<file path="src/rtl/alu_wb_stage.sv">
// Writeback stage: 2-entry skid buffer between the ALU and the register-file write port,
// plus the committed Zero flag. Optional zero-latency bypass when WB_BYPASS_EN is defined.
module alu_wb_stage #(
  parameter int W        = 8,
  parameter int RegAddrW = 3
) (
  input  logic                Clk,
  input  logic                ResetN,
  input  logic                InValid,
  output logic                InReady,
  input  logic [W-1:0]        AluOut,
  input  logic                AluZero,
  input  logic [RegAddrW-1:0] DestReg,
  input  logic                WrEn,
  input  logic                SetFlag,
  input  logic                Flush,
  output logic                WbValid,
  input  logic                WbReady,
  output logic [W-1:0]        WbData,
  output logic [RegAddrW-1:0] WbReg,
  output logic                WbWrEn,
  output logic                FlagZero
);

  typedef enum logic [1:0] {EMPTY, ONE, FULL} state_e;

  typedef struct packed {
    logic [W-1:0]        data;
    logic                zero;
    logic [RegAddrW-1:0] dest;
    logic                wr_en;
    logic                set_flag;
  } entry_t;

  state_e state_q, state_d;
  logic   rd_ptr_q, rd_ptr_d;
  logic   wr_ptr_q, wr_ptr_d;
  entry_t mem_q [2];
  entry_t mem_d [2];
  logic   flag_q, flag_d;

  entry_t in_entry, head, out_entry;
  logic   push, pop, bypass, wb_valid;

  assign in_entry = '{data: AluOut, zero: AluZero, dest: DestReg, wr_en: WrEn, set_flag: SetFlag};
  assign head     = mem_q[rd_ptr_q];

  // InReady comes only from registered state, so WbReady never reaches it combinationally.
  always_comb begin
    InReady = (state_q != FULL);
    push    = InValid & InReady;
`ifdef WB_BYPASS_EN
    bypass  = (state_q == EMPTY) & InValid & WbReady & ~Flush;
`else
    bypass  = 1'b0;
`endif
    out_entry = bypass ? in_entry : head;
    wb_valid  = (state_q != EMPTY) | bypass;
    pop       = wb_valid & WbReady;
  end

  assign WbValid  = wb_valid;
  assign WbData   = out_entry.data;
  assign WbReg    = out_entry.dest;
  assign WbWrEn   = out_entry.wr_en & wb_valid;
  assign FlagZero = flag_q;

  // Flush wins over everything; a bypassed entry commits its flag without being stored.
  always_comb begin
    state_d  = state_q;
    rd_ptr_d = rd_ptr_q;
    wr_ptr_d = wr_ptr_q;
    mem_d    = mem_q;
    flag_d   = flag_q;
    if (Flush) begin
      state_d  = EMPTY;
      rd_ptr_d = 1'b0;
      wr_ptr_d = 1'b0;
    end else if (bypass) begin
      if (in_entry.set_flag) flag_d = in_entry.zero;
    end else begin
      if (push) begin
        mem_d[wr_ptr_q] = in_entry;
        wr_ptr_d        = ~wr_ptr_q;
      end
      if (pop) begin
        rd_ptr_d = ~rd_ptr_q;
        if (head.set_flag) flag_d = head.zero;
      end
      case (state_q)
        EMPTY:   if (push) state_d = ONE;
        ONE: begin
          if (push && !pop)      state_d = FULL;
          else if (pop && !push) state_d = EMPTY;
        end
        FULL:    if (pop) state_d = ONE;
        default: state_d = EMPTY;
      endcase
    end
  end

  always_ff @(posedge Clk or negedge ResetN) begin
    if (!ResetN) begin
      state_q  <= EMPTY;
      rd_ptr_q <= 1'b0;
      wr_ptr_q <= 1'b0;
      mem_q[0] <= '0;
      mem_q[1] <= '0;
      flag_q   <= 1'b0;
    end else begin
      state_q  <= state_d;
      rd_ptr_q <= rd_ptr_d;
      wr_ptr_q <= wr_ptr_d;
      mem_q    <= mem_d;
      flag_q   <= flag_d;
    end
  end

endmodule
</file>
<file path="config.mk">
export PLATFORM = sky130hd
export DESIGN_NAME = alu_wb_stage
export DESIGN_NICKNAME = d
export VERILOG_FILES = /design/src/rtl/alu_wb_stage.sv
export SDC_FILE = /design/constraint.sdc
export NUM_CORES = 1
export LEC_CHECK = 0
export CORE_MARGIN = 3
export CORE_UTILIZATION = 38
export DETAILED_ROUTE_END_ITERATION = 12
export SLEW_MARGIN = 25
export SYNTH_ARGS = -nofsm -noshare
export SYNTH_HDL_FRONTEND = slang
export SYNTH_SLANG_ARGS = --single-unit
</file>
<file path="constraint.sdc">
create_clock -name Clk -period 2.05 [get_ports Clk]
set_input_delay 0.205 -clock Clk [delete_from_list [all_inputs] [get_ports Clk]]
set_output_delay 0.205 -clock Clk [all_outputs]
set_load 0.03 [all_outputs]
</file>
==> reports/results.tsv, run 1 <==
metric	value	unit
fmaxAchievable	0.522	GHz
outcome	finished clean	
placed_area	0.00190	sq mm
fin_crit_sh	93.4	%
cts_htree_levels	2	
fillers	334	
grt_pass1_vias	966	
fin_skew	0.00396	ns
core_area	0.00383	sq mm
drc_errors	0	
critPathKind	register to output port	
cts-hold-fix-buffers	0	
cp-end-kind	output port	
ys_async_sr_fraction	100	%
clock_path_buffers	2	
dpl.hpwl	1.89	mm
hold_viol	0	
clkSinkCount	33	
clk_pin_slew_worst_paths	0.06	ns
syn_inst	114	
port-buffer-count	33	
n_antenna_cell	0	
multi_input_area	623	sq um
p_leak	0.938	nW
stdcell_count	192	
synth_seq_cells	33	
grt-ovfl-total	0	
grt_usage	12.3	%
start_util	41.2	%
crit_path_max_fanout	6	
final_layout_size_suffix_gt1_share	36.8	%
drtIter0Drc	17	
slew_viol_final	0	
area_delta_synth_final	27.4	%
grt_max_degree	34	
die-width	70.4	um
grt_pass1_wl	4.63	mm
tightestPinTransition	0.494	ns
grt_setup_unrepaired	no	
std_cell_rows	22	
setup_tns	0	ns
syn-cell-area	0.00158	sq mm
drv_cap	0	
fin_crit	1.92	ns
ys_seq_area_share	52.3	%
whs	0.326	ns
antenna_found_initial	0	
cts_tree	built	
dp_cells	184	
power_density	967	mW/mm^2
viasPerCell	4.86	
setup_ws	0.135	ns
critPathRequiredTime	1.85	ns
start_kind	register	
clkLatencyLatePin	0.27	ns
die_y	70.4	um
gp_congestion	0.780	
totalWireLength	2.78	mm
hold_path.class	primary input to asynchronous set/reset pin	
boundaryPins	34	
wire_per_inst	14.5	um
synth_ff_type	dfrtp_1	
worst_ir_drop_vdd	0.523	mV
root_buffer	clkbuf_8	
synth_edf_count	0	
synth_cell_type_count	22	
yosys_warnings	0	
syn-num-nets	133	
vias	934	
reg2regPathDepth	4	
syn-mean-instance-area	13.8	sq um
slew_headroom	67.0	%
post-place-ws	0.174	ns
post_cts_resized	0	
arrival	1.71	ns
first_pass_iters	3	
setup_viol	0	
numCtsBuffers	5	
drtAntennaViolNets	0	
postCtsSetupBuffers	0	
die-area	0.00496	sq mm
regArea	826	sq um
final_area	0.00201	sq mm
fin_nets	162	
[power by group]
part,switching [mW],internal (mW)
clock,0.213,0.241
combinational,0.285,0.327
sequential,0.0750,0.803
[cell usage after synthesis, types with 2 or more instances]
| library cell | count | share of area [%] |
|---|---|---|
| mux2_2 | 39 | 28 |
| dfrtp_1 | 33 | 52 |
| buf_4 | 11 | 5.2 |
| mux2i_1 | 4 | 2.5 |
| nor2_1 | 3 | 0.71 |
| a21oi_1 | 2 | 0.63 |
| buf_6 | 2 | 1.4 |
| clkbuf_1 | 2 | 0.48 |
| inv_1 | 2 | 0.48 |
| o21ai_0 | 2 | 0.63 |
| o31ai_1 | 2 | 0.95 |
| or3_1 | 2 | 0.79 |
[layer usage]
metal | GRT usage [%] | routed length, um | vias to the layer above
met5 | 0 | 0 | -
met4 | 5.11 | 22 | 0
met3 | 4.60 | 133 | 2
met2 | 18.6 | 1370 | 21
met1 | 15.7 | 1260 | 463
li1 | - | - | 448
[cell families after synthesis]
group | synth area share, %
mux | 30.4
flops | 52.3
buf+inv | 8.17
simple gates | 5.31
compound gates | 3.25
xor+xnor | 0.555
[worst paths after layout]
check	endpoint	slack [ns]	from
max reg2reg	mem_q[9]	0.32	state_q[1]
min	mem_q[25]	0.33	ResetN
max in group asynchronous	mem_q[8]	1.42	ResetN
min reg2reg	mem_q[3]	0.50	mem_q[3]
max	InReady	0.13	state_q[1]
min in group Clk	mem_q[3]	0.50	mem_q[3]
[worst max-delay path: stages (launching register included)]
cell and delay (ns):
dfrtp_1 0.43, nor2b_2 0.20, inv_1 0.12, clkdlybuf4s50_1 0.68
[area by class of cell]
type	count	share of cell area [%]
clock buffer	8	3.98
inverter	3	0.560
multi-input combinational	62	31.0
sequential	33	41.1
tap	48	2.99
timing repair buffer	38	20.4
[stage by stage]
| step | total power, mW | util [%] |
|---|---|---|
| after floorplan | 1.35 | - |
| after global placement | 1.50 | 49.7 |
| after detailed placement | 1.52 | 49.7 |
| after CTS | 1.99 | 51.8 |
| after global routing | 2.05 | 52.6 |
| final | 1.94 | 52.6 |
[placed cells by master (no fill, tap or decap), drive strengths merged]
master         count
nand4b             1
inv                3
a21oi              2
nor3b              1
nor2b              1
clkdlybuf4s50     21
dlymetal6s2s      12
buf                5
nor2               3
a211oi             1
mux2i              4
o21ai              2
clkbuf             8
o41ai              1
nor4               1
or3                2
nand3b             1
mux2              39
dfrtp             33
o31ai              2
xor2               1
[state kept, by name, summed over array words and instances, names as in the netlist]
register,cells
mem_q,28
state_q,2
FlagZero,1
rd_ptr_q,1
wr_ptr_q,1
Power figures use the tool's default switching activity.
==> inputs of run 2 (changes only) <==
--- a/config.mk
+++ b/config.mk
@@ -8,7 +8,7 @@
 export CORE_MARGIN = 3
 export CORE_UTILIZATION = 38
 export DETAILED_ROUTE_END_ITERATION = 12
-export SLEW_MARGIN = 25
+export SLEW_MARGIN = 10
 export SYNTH_ARGS = -nofsm -noshare
 export SYNTH_HDL_FRONTEND = slang
 export SYNTH_SLANG_ARGS = --single-unit
==> results of run 2 <==
No change in the layout: final DEF, timing and power equal those of run 1.
